==> config.mk <==
export PLATFORM = sky130hd
export DESIGN_NAME = rf_riscv_scb_flat
export DESIGN_NICKNAME = d
export VERILOG_FILES = /design/src/rtl/rf_riscv_scb_if.sv /design/src/rtl/rf_riscv_scb.sv /design/src/flat_wrapper.sv
export SDC_FILE = /design/constraint.sdc
export NUM_CORES = 2
export LEC_CHECK = 0
export CELL_PAD_IN_SITES_DETAIL_PLACEMENT = 1
export CELL_PAD_IN_SITES_GLOBAL_PLACEMENT = 1
export CORE_ASPECT_RATIO = 0.6
export CORE_MARGIN = 2
export CORE_UTILIZATION = 30
export DETAILED_ROUTE_END_ITERATION = 8
export GPL_TIMING_DRIVEN = 0
export PLACE_DENSITY_LB_ADDON = 0.15
export SKIP_CTS_REPAIR_TIMING = 1
export SLEW_MARGIN = 40
export SYNTH_ARGS = -nofsm -noshare
export SYNTH_HDL_FRONTEND = slang
export SYNTH_SLANG_ARGS = --single-unit
export TNS_END_PERCENT = 20
==> constraint.sdc <==
create_clock -name clk -period 7.9 [get_ports clk]
set_input_delay 1.58 -clock clk [delete_from_list [all_inputs] [get_ports clk]]
set_output_delay 1.58 -clock clk [all_outputs]
set_load 0.01 [all_outputs]
==> src/rtl/rf_riscv_scb_if.sv <==
// Register-file / scoreboard port bundle: read, write and issue signals plus hazard outputs.
// master = decode/writeback side driving addresses and data, slave = the register file.
interface rf_riscv_scb_if #(
    parameter int XLEN   = 32,
    parameter int ADDR_W = 5
);
    logic              WE;
    logic [ADDR_W-1:0] A1;
    logic [ADDR_W-1:0] A2;
    logic [ADDR_W-1:0] A3;
    logic [XLEN-1:0]   WD3;
    logic [XLEN-1:0]   RD1;
    logic [XLEN-1:0]   RD2;
    logic              ISSUE;
    logic [ADDR_W-1:0] AI;
    logic              BUSY1;
    logic              BUSY2;
    logic              BUSYI;
    logic [ADDR_W:0]   BUSY_CNT;

    modport master (
        output WE, A1, A2, A3, WD3, ISSUE, AI,
        input  RD1, RD2, BUSY1, BUSY2, BUSYI, BUSY_CNT
    );

    modport slave (
        input  WE, A1, A2, A3, WD3, ISSUE, AI,
        output RD1, RD2, BUSY1, BUSY2, BUSYI, BUSY_CNT
    );
endinterface

==> src/rtl/rf_riscv_scb.sv <==
// Register file (2 async read, 1 sync write, x0 = 0) with per-register busy scoreboard.
// Reads are zero latency (optional same-cycle write bypass); writes and busy updates take one edge; no backpressure.
module rf_riscv_scb #(
    parameter int              XLEN      = 32,
    parameter int              ADDR_W    = 5,
    parameter int              BYPASS    = 1,
    parameter logic [XLEN-1:0] RESET_VAL = '0
) (
    input logic           clk,
    input logic           rst_n,
    rf_riscv_scb_if.slave bus
);
    localparam int   NREGS = 2**ADDR_W;
    localparam int   CW    = ADDR_W + 1;
    localparam logic BYP   = (BYPASS != 0);

    logic [XLEN-1:0]  regs [NREGS];
    logic [NREGS-1:0] busy;
    logic [NREGS-1:0] busy_nxt;
    logic [CW-1:0]    cnt;
    logic [CW-1:0]    cnt_nxt;
    logic             wr;
    logic             iss;
    logic             fwd1;
    logic             fwd2;
    logic             wr_ai;

    assign wr  = bus.WE && (bus.A3 != '0);
    assign iss = bus.ISSUE && (bus.AI != '0);

    // Set is applied after clear so a re-issue in the writeback cycle keeps the bit.
    always_comb begin
        busy_nxt = busy;
        if (wr)  busy_nxt[bus.A3] = 1'b0;
        if (iss) busy_nxt[bus.AI] = 1'b1;
        busy_nxt[0] = 1'b0;
        cnt_nxt = '0;
        for (int i = 1; i < NREGS; i++) begin
            cnt_nxt = cnt_nxt + CW'(busy_nxt[i]);
        end
    end

    always_ff @(posedge clk or negedge rst_n) begin
        if (!rst_n) begin
            for (int i = 0; i < NREGS; i++) begin
                regs[i] <= (i == 0) ? '0 : RESET_VAL;
            end
            busy <= '0;
            cnt  <= '0;
        end else begin
            if (wr) regs[bus.A3] <= bus.WD3;
            busy <= busy_nxt;
            cnt  <= cnt_nxt;
        end
    end

    assign fwd1  = BYP && wr && (bus.A3 == bus.A1);
    assign fwd2  = BYP && wr && (bus.A3 == bus.A2);
    assign wr_ai = wr && (bus.A3 == bus.AI);

    assign bus.RD1 = (bus.A1 == '0) ? '0 : (fwd1 ? bus.WD3 : regs[bus.A1]);
    assign bus.RD2 = (bus.A2 == '0) ? '0 : (fwd2 ? bus.WD3 : regs[bus.A2]);

    // WAW check looks at next-state availability, so the writeback clear counts even without bypass.
    assign bus.BUSY1    = busy[bus.A1] & ~fwd1;
    assign bus.BUSY2    = busy[bus.A2] & ~fwd2;
    assign bus.BUSYI    = busy[bus.AI] & ~wr_ai;
    assign bus.BUSY_CNT = cnt;
endmodule

==> src/flat_wrapper.sv <==
// flat-port wrapper written by rule: the top's interface ports become plain ports
module rf_riscv_scb_flat 
#(
    parameter int              XLEN      = 32,
    parameter int              ADDR_W    = 5,
    parameter int              BYPASS    = 1,
    parameter logic [XLEN-1:0] RESET_VAL = '0
)
  (clk, rst_n, bus_WE, bus_A1, bus_A2, bus_A3, bus_WD3, bus_ISSUE, bus_AI, bus_RD1, bus_RD2, bus_BUSY1, bus_BUSY2, bus_BUSYI, bus_BUSY_CNT);
  rf_riscv_scb_if #(.XLEN(XLEN), .ADDR_W(ADDR_W)) bus_i ();
  input logic clk;
  input logic rst_n;
  input wire logic [$bits(bus_i.WE)-1:0] bus_WE;
  input wire logic [$bits(bus_i.A1)-1:0] bus_A1;
  input wire logic [$bits(bus_i.A2)-1:0] bus_A2;
  input wire logic [$bits(bus_i.A3)-1:0] bus_A3;
  input wire logic [$bits(bus_i.WD3)-1:0] bus_WD3;
  input wire logic [$bits(bus_i.ISSUE)-1:0] bus_ISSUE;
  input wire logic [$bits(bus_i.AI)-1:0] bus_AI;
  output wire logic [$bits(bus_i.RD1)-1:0] bus_RD1;
  output wire logic [$bits(bus_i.RD2)-1:0] bus_RD2;
  output wire logic [$bits(bus_i.BUSY1)-1:0] bus_BUSY1;
  output wire logic [$bits(bus_i.BUSY2)-1:0] bus_BUSY2;
  output wire logic [$bits(bus_i.BUSYI)-1:0] bus_BUSYI;
  output wire logic [$bits(bus_i.BUSY_CNT)-1:0] bus_BUSY_CNT;
  assign bus_i.WE = bus_WE;
  assign bus_i.A1 = bus_A1;
  assign bus_i.A2 = bus_A2;
  assign bus_i.A3 = bus_A3;
  assign bus_i.WD3 = bus_WD3;
  assign bus_i.ISSUE = bus_ISSUE;
  assign bus_i.AI = bus_AI;
  assign bus_RD1 = bus_i.RD1;
  assign bus_RD2 = bus_i.RD2;
  assign bus_BUSY1 = bus_i.BUSY1;
  assign bus_BUSY2 = bus_i.BUSY2;
  assign bus_BUSYI = bus_i.BUSYI;
  assign bus_BUSY_CNT = bus_i.BUSY_CNT;
  rf_riscv_scb #(.XLEN(XLEN), .ADDR_W(ADDR_W), .BYPASS(BYPASS), .RESET_VAL(RESET_VAL)) u_core (.clk(clk), .rst_n(rst_n), .bus(bus_i));
endmodule
==> results.txt <==
The flow ran to the end, but the final reports show violations. The final reports fail on setup timing. Of all flip-flops after synthesis, the portion carrying an async set or reset was 100.0%. Of the post-synthesis cell area, the dominant cell type holds 45.53%. The finished cells cover 69,470 um2.

The power density normalized to cell area is 280.7 nW/um2, and the count of buffer and inverter cells on the critical path is 6. The first detailed-routing pass took 6 iterations. The number of DRC violations after detailed-routing iteration 0 is 7,007, and the layout-stage area growth over the synthesis result is 19.14%. After floorplanning, the core was sized to cover 193,300 um2. The tools report the worst supply voltage drop on vdd as 0.0006891 V.

The nature of the critical path endpoint is a primary output. The startpoint identified for the worst register-to-register timing path is u_core.busy[1]. The final setup violation count is 1. The clock net in this run drives a total of 1,061 sinks. The area share of and/or/nand/nor cells after synthesis is 4.030%, and the number of remaining DRC errors is 0. The run gives 45.53% as the sequential-to-total area share from yosys stat. The most used flip-flop cell after synthesis is dfrtp_1. The maximum fanout along the worst path is 10, and the share of the synthesized area in compound gates (AO/OA/AOI/OAI) is 6.169%. The die outline area was 198,000 um2; the delay of the slowest critical-path stage was 0.73 ns.

The worst max-slew margin expressed relative to the limit is 30.49%. The register clock-pin slew on the reported worst setup and hold paths came out at 0.06 ns. The share of synthesized area spent on multiplexers is 38.92%. Detailed placement ended at an HPWL of 254,300 um.

Routability-driven placement finished with a final weighted congestion of 0.9972. The cell sitting at the root of the clock tree is a clkbuf_16. Adding up every negative setup slack in the final design gives -0.1029 ns.

The fraction of the core area covered by cells at the end of the flow was 35.94%; the final worst-path cycle share was 101.3%. Averaged over all synthesized cells, the footprint is 13.58 um2. Counting flops with a built-in enable in the synthesized netlist gives 0. The kind of cell with the highest combined delay on the critical path was buffers and inverters.

The length in cells of the worst reg-to-reg path is 17. dfrtp_1 takes more of the synthesized area than any other cell. The number of cells traversed by the worst hold path was 1; the clock buffer count from CTS was 113. The final critical-path required period came out at 8.003 ns. In this run the register-to-register setup slack is 2.39 ns.

For this configuration, the core starts out at a cell density of 30.16%. The tools report the placed instance area as 65,310 um2. The via count of the first global-routing pass came out at 44,790. The floorplan has 125 rows. The required time at the endpoint of the critical path came out at 6.32 ns. Setup repair after global routing could not meet its margin everywhere. By area the synthesized netlist is led by dfrtp_1 46%, mux2_2 19%, mux4_2 15%.

The logs give 0 for the count of final hold-check violations and 45.79% for the met2 routing resource usage after global routing. The run gives 3 as the deepest level of the CTS H-tree. Destination of the worst register-to-register timing path: u_core.bus.BUSY_CNT[4]. Before CTS, the worst setup slack after placement is -1.727 ns.

Derived from the worst setup path, the maximum achievable clock frequency is 0.1250 GHz. The per-cell via count in the routed design is 6.451. The hold path startpoint is u_core.regs[1008]. The largest individual stage delay along the critical path comes from the cell clkbuf_2. The data arrival time of the critical path is 6.42 ns, and the vertical extent of the die is 345.5 um. The share of synthesized cell area in full adder, half adder and majority cells works out to 0.9828%. The kind of critical path is input port to primary output. The number of antenna violations at the first check in global routing is 39.

The largest net degree at the start of global routing was 105. STA classifies the critical path startpoint as an input port. Number of nets in the synthesized netlist: 4,382. The worst hold path class was flop to flop.

In this run the count of I/O pins placed on the die edge is 129. The clock skew after layout is 0.02263 ns. Dividing the detail-routed wire length by the instance count gives 48.90 um.

The detail route stage leaves a number of antenna-violating nets equal to 0. The first global-routing pass estimated 463,600 um of wire. By area, the combinational part of the netlist is dominated by multiplexers.

met1 is the most crowded layer. After global routing the overflow that remains totals 0. For hold timing, the worst endpoint is u_core.regs[1008]. Global routing used 35.49% of the available tracks across all layers. At the later pin of the worst-skew pair, clock insertion delay measures 0.78 ns. The synthesis warning total is 0. The chip width was 573.2 um. The number of buffers between clock root and the deepest sink is 3, and the xor/xnor cell area share of the yosys netlist is 0.2704%. The logs give 69 for the number of distinct library cell variants in the gate-level netlist after synthesis and 50.22% for the met1 track utilization from global routing. After technology mapping, the gate count stands at 4,294. The total wire length was 358,600 um; the number of fill cells in the layout was 20,170. Traced cell by cell, the critical path runs through clkdlybuf4s50_1, buf_2, clkbuf_4, clkbuf_2, clkbuf_2, a2111oi_0, nor3_2, nor2_1, clkdlybuf4s50_1. The detailed router placed 47,300 vias in this run. The tools report the setup slack after layout as -0.1029 ns.

TritonCTS built the clock tree. The run gives 0 as the number of max-slew violations in the final report. Post-synthesis cell area: 58,310 um2. At the pin with the least slew margin, the transition time is 1.039 ns. The count of state elements after synthesis works out to 1,061. The final layout contains 4,704 nets. The tool flagged a number of max-cap violations equal to 0. The met3 track demand over resource was 16.92%; the count of buffers inserted at the top-level ports was 117.

The leakage power figure is 0.03038 uW, and the layout cell share with drive strength beyond 1 is 43.45%.
[cell usage after synthesis (11+ instances only)]
cell	count
dfrtp_1	1061
mux2_2	978
mux4_2	400
nand2_1	282
mux2i_1	267
clkbuf_1	248
buf_2	110
o22ai_1	97
o21ai_0	77
a21oi_1	57
nor3_1	56
a221oi_1	53
inv_1	53
nor2_1	53
buf_4	51
a22oi_1	50
buf_1	36
a211oi_1	32
a22o_1	28
a211o_1	25
a221o_1	24
fa_1	23
nor2b_1	19
and3_1	16
buf_6	15
nor4_1	15
xnor2_1	13
nand3_1	12
o211ai_1	11
[where the power goes]
group,total [uW],internal [uW],switching [uW]
combinational,6240,2890,3350
clock,5850,3270,2590
sequential,7400,6530,874
[worst max path at each step]
stage,start,end,slack [ns],cells past startpoint
5_1_grt,bus_A3[0],u_core.bus.BUSY_CNT[4],-0.02,20
2_1_floorplan,bus_A3[0],u_core.bus.BUSY_CNT[4],0.55,23
6_report,bus_A2[4],bus_RD2[20],-0.10,9
3_5_place_dp,bus_A3[0],u_core.bus.BUSY_CNT[4],-1.73,24
4_1_cts,bus_A3[0],u_core.bus.BUSY_CNT[4],-0.96,24
3_3_place_gp,rst_n,u_core.regs[1001],-47.69,1
[logic make-up after synthesis]
family                     Yosys count
muxes                             1645
AOI/OAI and AO/OA                  505
xor gates and xnor gates            18
adders and majority gates           32
DFF                               1061
buffers and inverters              517
and+or+nand+nor                    516
[state kept, by name, summed over array words and instances, names as in the netlist]
register and cells:
u_core.regs 1024, u_core.busy 31, u_core.bus.BUSY_CNT 6
[routing by layer]
metal	part of all wire (%)	wire length [um]
met1	43	154000
met2	38	136000
met3	15	52190
met4	4.4	15820
met5	0.16	590
[cells in the final DEF, fill, tap and decap left out, types with 97 or more instances in the layout]
cell,instances
buf_2,113
clkbuf_1,156
clkbuf_16,115
clkdlybuf4s50_1,116
dfrtp_1,1061
mux2_2,978
mux2i_1,267
mux4_2,400
nand2_1,267
o22ai_1,97
[final cells by class]
| class | instances | area [um2] | area share, % |
|---|---|---|---|
| Clock inverter | 44 | 525.5 | 0.7565 |
| Inverter | 55 | 206.4 | 0.2972 |
| Timing Repair Buffer | 211 | 3387 | 4.876 |
| Tap cell | 2603 | 3257 | 4.688 |
| Clock buffer | 162 | 3354 | 4.829 |
| Buffer | 458 | 2489 | 3.582 |
| Sequential cell | 1061 | 26550 | 38.22 |
| Antenna cell | 23 | 57.56 | 0.08285 |
| Multi-Input combinational cell | 2716 | 29640 | 42.67 |
[stage by stage]
stage          power, uW  hold WS (ns)  instances
2_1_floorplan      10970        0.4413       4294
3_3_place_gp       13260        0.4557       7014
3_5_place_dp       13510        0.4671       7102
4_1_cts            19360        0.4817       7308
5_1_grt            20250        0.5075       7311
6_report           19500        0.4769       7333
No activity file was read; power rests on OpenSTA's default activity.
